==> src/rtl/clock_mode_ctrl.sv <==
// Board clock controller: 1 s prescaler, time/alarm registers and a six-mode set FSM.
// Optional snooze on alarm acknowledge is built when CLOCK_SNOOZE_EN is defined.
module clock_mode_ctrl #(
  parameter int TICK_DIV   = 25000000,
  parameter int RING_TICKS = 60
) (
  input  logic       clk_sys,
  input  logic       rst,
  input  logic       btn_mode,
  input  logic       btn_inc,
  input  logic       alarm_en,
  input  logic       alarm_ack,
  output logic [2:0] mode,
  output logic       tick,
  output logic [4:0] cur_h,
  output logic [5:0] cur_m,
  output logic [5:0] cur_s,
  output logic [4:0] alm_h,
  output logic [5:0] alm_m,
  output logic       blink,
  output logic       ringing
);

  localparam int PW = $clog2(TICK_DIV);
  localparam int RW = $clog2(RING_TICKS + 1);
  localparam logic [PW-1:0] PRESC_LAST = PW'(TICK_DIV - 1);
  localparam logic [PW-1:0] PRESC_PRE  = PW'(TICK_DIV - 2);
  localparam logic [RW-1:0] RING_LAST  = RW'(RING_TICKS - 1);

  typedef enum logic [2:0] {
    RUN   = 3'd0,
    SET_H = 3'd1,
    SET_M = 3'd2,
    SET_S = 3'd3,
    ALM_H = 3'd4,
    ALM_M = 3'd5
  } mode_t;

  mode_t         state;
  mode_t         state_nxt;
  logic          mode_prev;
  logic          inc_prev;
  logic          ack_prev;
  logic          mode_edge;
  logic          inc_edge;
  logic          ack_edge;
  logic [PW-1:0] presc;
  logic [RW-1:0] ring_cnt;
  logic          time_run;
  logic          alarm_hit;
  logic          ring_set;
  logic [4:0]    nxt_h;
  logic [5:0]    nxt_m;
  logic [5:0]    nxt_s;

  function automatic logic [5:0] inc60(input logic [5:0] v);
    return (v == 6'd59) ? 6'd0 : v + 6'd1;
  endfunction

  function automatic logic [4:0] inc24(input logic [4:0] v);
    return (v == 5'd23) ? 5'd0 : v + 5'd1;
  endfunction

  // Previous samples reset high so a button held through reset yields no edge.
  always_ff @(posedge clk_sys or posedge rst) begin
    if (rst) begin
      mode_prev <= 1'b1;
      inc_prev  <= 1'b1;
      ack_prev  <= 1'b1;
    end else begin
      mode_prev <= btn_mode;
      inc_prev  <= btn_inc;
      ack_prev  <= alarm_ack;
    end
  end

  assign mode_edge = btn_mode & ~mode_prev;
  assign inc_edge  = btn_inc & ~inc_prev & ~mode_edge;
  assign ack_edge  = alarm_ack & ~ack_prev;

  always_comb begin
    state_nxt = state;
    case (state)
      RUN:     state_nxt = SET_H;
      SET_H:   state_nxt = SET_M;
      SET_M:   state_nxt = SET_S;
      SET_S:   state_nxt = ALM_H;
      ALM_H:   state_nxt = ALM_M;
      ALM_M:   state_nxt = RUN;
      default: state_nxt = RUN;
    endcase
  end

  always_ff @(posedge clk_sys or posedge rst) begin
    if (rst) begin
      state <= RUN;
      blink <= 1'b0;
    end else if (mode_edge) begin
      state <= state_nxt;
      blink <= 1'b0;
    end else if (state == RUN) begin
      blink <= 1'b0;
    end else if (tick) begin
      blink <= ~blink;
    end
  end

  assign mode = state;

  // Leaving SET_S restarts the prescaler so the first running second is a full period.
  always_ff @(posedge clk_sys or posedge rst) begin
    if (rst) begin
      presc <= '0;
      tick  <= 1'b0;
    end else if (mode_edge && state == SET_S) begin
      presc <= '0;
      tick  <= 1'b0;
    end else begin
      presc <= (presc == PRESC_LAST) ? '0 : presc + PW'(1);
      tick  <= (presc == PRESC_PRE);
    end
  end

  assign time_run = tick && (state == RUN || state == ALM_H || state == ALM_M);

  always_comb begin
    nxt_h = cur_h;
    nxt_m = cur_m;
    nxt_s = cur_s;
    if (time_run) begin
      nxt_s = inc60(cur_s);
      if (cur_s == 6'd59) begin
        nxt_m = inc60(cur_m);
        if (cur_m == 6'd59) nxt_h = inc24(cur_h);
      end
    end
  end

  always_ff @(posedge clk_sys or posedge rst) begin
    if (rst) begin
      cur_h <= '0;
      cur_m <= '0;
      cur_s <= '0;
    end else if (time_run) begin
      cur_h <= nxt_h;
      cur_m <= nxt_m;
      cur_s <= nxt_s;
    end else if (inc_edge) begin
      case (state)
        SET_H:   cur_h <= inc24(cur_h);
        SET_M:   cur_m <= inc60(cur_m);
        SET_S:   cur_s <= inc60(cur_s);
        default: ;
      endcase
    end
  end

  always_ff @(posedge clk_sys or posedge rst) begin
    if (rst) begin
      alm_h <= '0;
      alm_m <= '0;
    end else if (inc_edge) begin
      case (state)
        ALM_H:   alm_h <= inc24(alm_h);
        ALM_M:   alm_m <= inc60(alm_m);
        default: ;
      endcase
    end
  end

  // Only a tick-driven advance can match; edits never start the alarm.
  assign alarm_hit = time_run && alarm_en && (nxt_s == 6'd0) &&
                     (nxt_m == alm_m) && (nxt_h == alm_h);

`ifdef CLOCK_SNOOZE_EN
  logic       snz_armed;
  logic [4:0] snz_h;
  logic [5:0] snz_m;
  logic [4:0] tgt_h;
  logic [5:0] tgt_m;
  logic [6:0] m_sum;
  logic       snooze_hit;
  logic       enter_set;

  always_comb begin
    m_sum = {1'b0, cur_m} + 7'd5;
    tgt_h = cur_h;
    tgt_m = m_sum[5:0];
    if (m_sum >= 7'd60) begin
      tgt_m = 6'(m_sum - 7'd60);
      tgt_h = inc24(cur_h);
    end
  end

  assign snooze_hit = time_run && snz_armed && (nxt_s == 6'd0) &&
                      (nxt_m == snz_m) && (nxt_h == snz_h);
  assign enter_set  = mode_edge &&
                      (state_nxt == SET_H || state_nxt == SET_M || state_nxt == SET_S);
  assign ring_set   = alarm_hit | snooze_hit;
`else
  assign ring_set   = alarm_hit;
`endif

  // A set in the same cycle outranks an ack, so a coincident ack is ignored.
  always_ff @(posedge clk_sys or posedge rst) begin
    if (rst) begin
      ringing  <= 1'b0;
      ring_cnt <= '0;
`ifdef CLOCK_SNOOZE_EN
      snz_armed <= 1'b0;
      snz_h     <= '0;
      snz_m     <= '0;
`endif
    end else begin
      if (!alarm_en) begin
        ringing  <= 1'b0;
        ring_cnt <= '0;
`ifdef CLOCK_SNOOZE_EN
        snz_armed <= 1'b0;
`endif
      end else if (ring_set) begin
        ringing  <= 1'b1;
        ring_cnt <= '0;
`ifdef CLOCK_SNOOZE_EN
        snz_armed <= 1'b0;
`endif
      end else if (ringing && ack_edge) begin
        ringing  <= 1'b0;
        ring_cnt <= '0;
`ifdef CLOCK_SNOOZE_EN
        snz_armed <= 1'b1;
        snz_h     <= tgt_h;
        snz_m     <= tgt_m;
`endif
      end else if (ringing && tick) begin
        if (ring_cnt == RING_LAST) begin
          ringing  <= 1'b0;
          ring_cnt <= '0;
`ifdef CLOCK_SNOOZE_EN
          snz_armed <= 1'b0;
`endif
        end else begin
          ring_cnt <= ring_cnt + RW'(1);
        end
      end
`ifdef CLOCK_SNOOZE_EN
      if (enter_set) snz_armed <= 1'b0;
`endif
    end
  end

endmodule

==> config.mk <==
export PLATFORM = sky130hd
export DESIGN_NAME = clock_mode_ctrl
export DESIGN_NICKNAME = d
export VERILOG_FILES = /design/src/rtl/clock_mode_ctrl.sv
export SDC_FILE = /design/constraint.sdc
export NUM_CORES = 1
export LEC_CHECK = 0
export ABC_AREA = 1
export CORE_AREA = 10 10 98 100
export DETAILED_ROUTE_END_ITERATION = 7
export DIE_AREA = 0 0 108 110
export PLACE_DENSITY = 0.82
export SLEW_MARGIN = 15
export SYNTH_ARGS = -nofsm -noshare
export SYNTH_HDL_FRONTEND = slang
export SYNTH_SLANG_ARGS = --single-unit
export TNS_END_PERCENT = 30
==> constraint.sdc <==
create_clock -name clk_sys -period 2.4 [get_ports clk_sys]
set_input_delay 0.36 -clock clk_sys [delete_from_list [all_inputs] [get_ports clk_sys]]
set_output_delay 0.36 -clock clk_sys [all_outputs]
set_load 0.02 [all_outputs]
; Yosys cells after proc, flatten, opt, wreduce, memory -nomap -nowiden
; Cells that the tools add are included.
[totals]
input_bits = 6
latch_bits = 0
ramBits = 0
rom_bits = 0
n_memories = 0
output_inout_bits = 34
register_bits = 68
elab_cells = 107
[classes]
mul = 0
add_sub_neg = 7
n_bitwise = 9
n_reduce_logical = 23
muxes = 37
eq_ne = 17
shifts = 0
n_div = 0
order_cmp = 0
[ops]
columns = operator, n
row1 = $mux 6, 17
row2 = $eq 25x25->1 const B, 2
row3 = $mux 25, 2
row4 = $mux 5, 8
row5 = $add 25x1->25 const B, 1
row6 = $add 6x1->6 const B, 4
row7 = $eq 6x6->1 const B, 4
row8 = $pmux 3 s5, 1
row9 = $reduce_and 2->1, 6
row10 = $add 5x1->5 const B, 2
row11 = $eq 5x5->1 const B, 2
row12 = $mux 1, 9
row13 = $logic_and 1x1->1, 8
row14 = $ne 4x1->1 const B, 2
row15 = $reduce_bool 2->1, 4
row16 = $eq 3x2->1 const B, 2
row17 = $eq 3x3->1 const B, 2
row18 = $eq 6x6->1, 1
row19 = $logic_not 6->1, 1
row20 = $eq 5x5->1, 1
row21 = $not 1->1, 5
row22 = $and 1x1->1, 4
row23 = $eq 3x1->1 const B, 1
row24 = $logic_not 3->1, 1
row25 = 2 further kinds, 3

; Depth between registers and ports, before layout
[logic_depth]
depth_word = 11
ltp_mapped = 16
mapped_depth_nobuf = 16

; Least setup slack after synthesis
; No wires, ideal clock.
[synth_path]
path_kind = register -> register
from = reg cur_s[1]
to = reg ringing
setup_ps = 125
slack_ps = 256
period_less_slack_ps = 2144
stages_incl_launch_ff = 17
path_buffers = 0
arrival_time_ps = 2019
required_ps = 2275
path_cell_list = dfrtp_1 -> ha_1 -> inv_2 -> nor2_2 -> nand2_4 -> nor2_4 -> nand2_4 -> nand2_1 -> nand2_1 -> nand2_1 -> nand2_1 -> nor2_1 -> nand2_1 -> nor2_2 -> nand2_2 -> o2111ai_1 -> nand2_1
[synth_via]
elab_chain_len = 9
word_cells_on_any_way = 19
classes_between = add/sub: 1 / eq/ne: 5 / mux: 8 / reduce/logical: 5
[synth_lines]
columns = element, line
row1 = from (decl), 17  ; output logic [5:0] cur_s,
row2 = from (signal assigned), 147  ; cur_s <= nxt_s;
row3 = from (signal assigned), 152  ; SET_S: cur_s <= inc60(cur_s);
row4 = $add 6x1->6 or $eq 6x6->1 (tied branches), "57, 132"
row5 = $mux 6, 57  ; return (v == 6'd59) ? 6'd0 : v + 6'd1;
row6 = $mux 6, 130  ; if (time_run) begin
row7 = $logic_not 6->1, 172  ; assign alarm_hit = time_run && alarm_en && (nxt_s == 6'd0) &&
row8 = $logic_and 1x1->1 (2 in series), 172
row9 = $logic_and 1x1->1 *, 173  ; (nxt_m == alm_m) && (nxt_h == alm_h);
row10 = $ne 4x1->1 (no line) or $mux 1 (tied branches), --
row11 = $reduce_and 2->1 (no line) or $mux 1 (tied branches), --
row12 = to (signal assigned), 207  ; ringing <= 1'b0;
row13 = to (signal assigned), 216  ; ringing <= 1'b0;
row14 = to (signal assigned), 222  ; ringing <= 1'b1;
row15 = to (decl), 21  ; output logic ringing
; Every way passes the cells marked *; elsewhere a longest branch is shown, timed or not.
; A chain may end at the register's enable or synchronous reset.

; Worst setup path in the final report
[layout_path]
from = reg cur_s[0]
to = reg ringing
; The elaborated chain is that of the path after synthesis.

==> impl_metrics.toml <==
[cts]
cts_hold_buf = 0
cts-buffers-inserted = 9
cts_tree = "built"
cts-root-buf = "clkbuf_8"
cts.sinks = 68
htree_levels = 3
cts_max_path_buffers = 2
clkLatencyLatePin_ns = 0.35
cts.clk_slew.worst_paths_ns = 0.08

[sta]
fin_ws_ns = 0.182
maxSlewHeadroom = 0.637
skew_ns = 0.0120
clock.fmax_mhz = 451
hold_viol = 0
holdWs_ns = 0.396
setup_tns_ns = 0
worst_pin_slew_ns = 0.544
min_period_ns = 2.22
final_max_slew_viol_count = 0
period_share = 0.924
setup_viol_count_final = 0

[detailed_routing]
drt.antenna.violating_nets = 0
wirelength_mm = 11.0
vias = 4312
drtPass1Iterations = 4
drtIter0Drc = 227
wl_per_cell_um = 14.0
viasPerCell = 5.52
drc = 0

[floorplanning]
fp-row-count = 32
core_area_mm2 = 0.00765
die-area_mm2 = 0.0119
io_pins = 40
dieWidth_um = 108
start_util = 0.563
die_y_um = 110

[power]
total_power_mw = 5.36
p_comb_frac = 0.458
ir_drop_v = 0.000623
clkPwrFrac = 0.181
seq_power_share = 0.361
internal_power_mw = 2.99
power_leakage_nw = 2.45
netSwitchingFraction = 0.442
powerDensity_mw_per_mm2 = 1030
switching_power_mw = 2.37

[worst_setup_path]
cp-start-kind = "flop"
arrival_ns = 2.44
crit_fanout = 8
path_class = "reg -> reg"
required_ns = 2.62
reg2reg_setup_slack_ns = 0.18
critPathCaptureType = "flop"

[logic_synthesis]
synthDistinctLibCells = 44
ys_seq_area_frac = 0.396
ys_ff_latch = 68
yosysWarnings = 0
synth_nets = 620
syn_inst = 606
syn_avg_cell_area_um2 = 7.11
synth_top_area_cell = "dfrtp_1"
syn_area_mm2 = 0.00431
yosysTopAreaCellShare = 0.378
synth.area.top_cells = "dfrtp_1 38%, nand2_1 12%, inv_1 7.4%"

[placement]
hpwlAfterDp_mm = 8.37
place_congestion = 0.912
port_buffers = 39
dp_slack_ns = 0.00278

[grt]
antenna_found_initial = 0
grt_max_degree = 28
grt_pass1_vias = 4209
grt_util_all_layers = 0.191
grt-ovfl-total = 0
grt_pass1_wl_mm = 18.7

[cells_and_area]
insertedDiodeCount = 0
drive_above_1_share = 0.105
num-nets-final = 688
area_growth_pct = 20.6

[run]
drv_cap = 0

[worst_hold_path]
hold_path_class = "in -> async"

[outcome]
status = "completed"
## placed cells by master, fill, tap and decap left out, types with 2 or more instances in the layout
| cell type | n |
|---|---|
| o21ai_0 | 42 |
| nor3b_1 | 3 |
| nor2_1 | 71 |
| nand3_1 | 63 |
| buf_4 | 21 |
| inv_2 | 5 |
| nand4_1 | 20 |
| a211oi_1 | 2 |
| clkinv_1 | 2 |
| a31oi_1 | 2 |
| nor3_1 | 21 |
| o211ai_1 | 4 |
| nand2_1 | 134 |
| nor4_1 | 6 |
| clkdlybuf4s50_1 | 39 |
| clkbuf_1 | 2 |
| nand2_2 | 2 |
| nor3_2 | 5 |
| nand2_4 | 3 |
| nor2_2 | 5 |
| nor2_4 | 2 |
| dfstp_2 | 3 |
| ha_1 | 7 |
| dfrtp_1 | 63 |
| xnor2_1 | 3 |
| inv_1 | 84 |
| a21oi_1 | 27 |
| xor2_1 | 4 |
| dfrtp_2 | 2 |
| clkbuf_8 | 10 |
## power groups by stage
stage          registers [mW]  logic (mW)  clock network [mW]
4_1_cts                  1.91        2.46               0.978
6_report                 1.93        2.45               0.968
2_1_floorplan            2.10        1.34                   0
3_3_place_gp             1.92        2.38                   0
3_5_place_dp             1.93        2.44                   0
5_1_grt                  1.99        2.75                1.03
## worst max-delay path: stages, from the launching register on
cell and delay, ns:
dfrtp_2 0.42, ha_4 0.18, inv_2 0.04, nor2_2 0.14
nand2_4 0.13, nor2_4 0.17, buf_4 0.15, nand3_1 0.06
nand3_1 0.14, nand2_1 0.07, nor2_1 0.12, nand2_1 0.07
nor2_2 0.11, nand2_2 0.12, o2111ai_1 0.11, nand2_1 0.08
## Yosys cell counts (all sizes together)
master and number:
o21ai 43, inv 89, nand2 139, nand3 64, a21oi 29, buf 2, a211oi 2, o211ai 4
nor3b 3, o2bb2ai 1, dfrtp 65, and3 1, nand4 20, a221oi 1, clkbuf 2, dfstp 3
o221ai 1, o22ai 1, a31oi 2, ha 8, clkinv 2, xnor2 3, nor2 79, o2111ai 1
a31o 1, or2 1, nor3 26, xor2 4, nand3b 1, o21bai 1, nor4 7
## what timing repair did
action                     CTS  global route
pin swaps                    0             2
resized for setup            1             3
buffers inserted             0             5
setup endpoints to repair    1             7
## cell type report
class                   instances  area [um2]
well taps                     102         128
flip-flops and latches         68        1710
clock inverters                 4        51.3
fillers                       640        2450
clock buffers                  12         145
multi-input cells             443        2250
repair buffers                 61         568
inverters                      91         342
## routing by layer
| metal | GRT usage | share of wire | wire length, um | up-vias |
|---|---|---|---|---|
| met1 | 0.225 | 0.42 | 4600 | 2010 |
| met5 | 0 | 0 | 0 | - |
| met3 | 0.0447 | 0.063 | 693 | 26 |
| li1 | - | - | - | 2150 |
| met2 | 0.332 | 0.49 | 5420 | 126 |
| met4 | 0.0754 | 0.023 | 248 | 0 |
## through the flow
step                area (um2)  std cells  utilization
finish                    5190        781        0.679
global route              5190        781        0.679
CTS                       5140        776        0.673
detailed placement        4940        760        0.647
global placement          4940        760        0.647
floorplan                 4310        606            -
## path summary, 6_finish.rpt
path                           start           to  depth (start not counted)
min in group clk_sys       alarm_ack     ack_prev                          1
hold reg to reg             presc[0]     presc[0]                          1
setup / recovery            cur_s[0]      ringing                         15
max in group asynchronous        rst     ack_prev                          3
hold / removal                   rst  ring_cnt[3]                          2
setup reg to reg            cur_s[0]      ringing                         15
## flip-flops by register name, summed over array words and instances, names as in the netlist, 3 cells and up
signal    count
alm_m         6
ring_cnt      6
alm_h         5
cur_m         6
cur_h         5
mode          3
presc        25
cur_s         6
## logic make-up (layout without fill, tap and decap cells)
family,count (synthesis),after routing,synth area share
and+or+nand+nor,341,341,0.369
buffers and inverters,95,168,0.0840
AOI/OAI and AO/OA,87,87,0.114
DFF,68,68,0.396
adders and majority gates,8,8,0.0232
xor gates and xnor gates,7,7,0.0142
No activity file was read; power rests on OpenSTA's default activity.
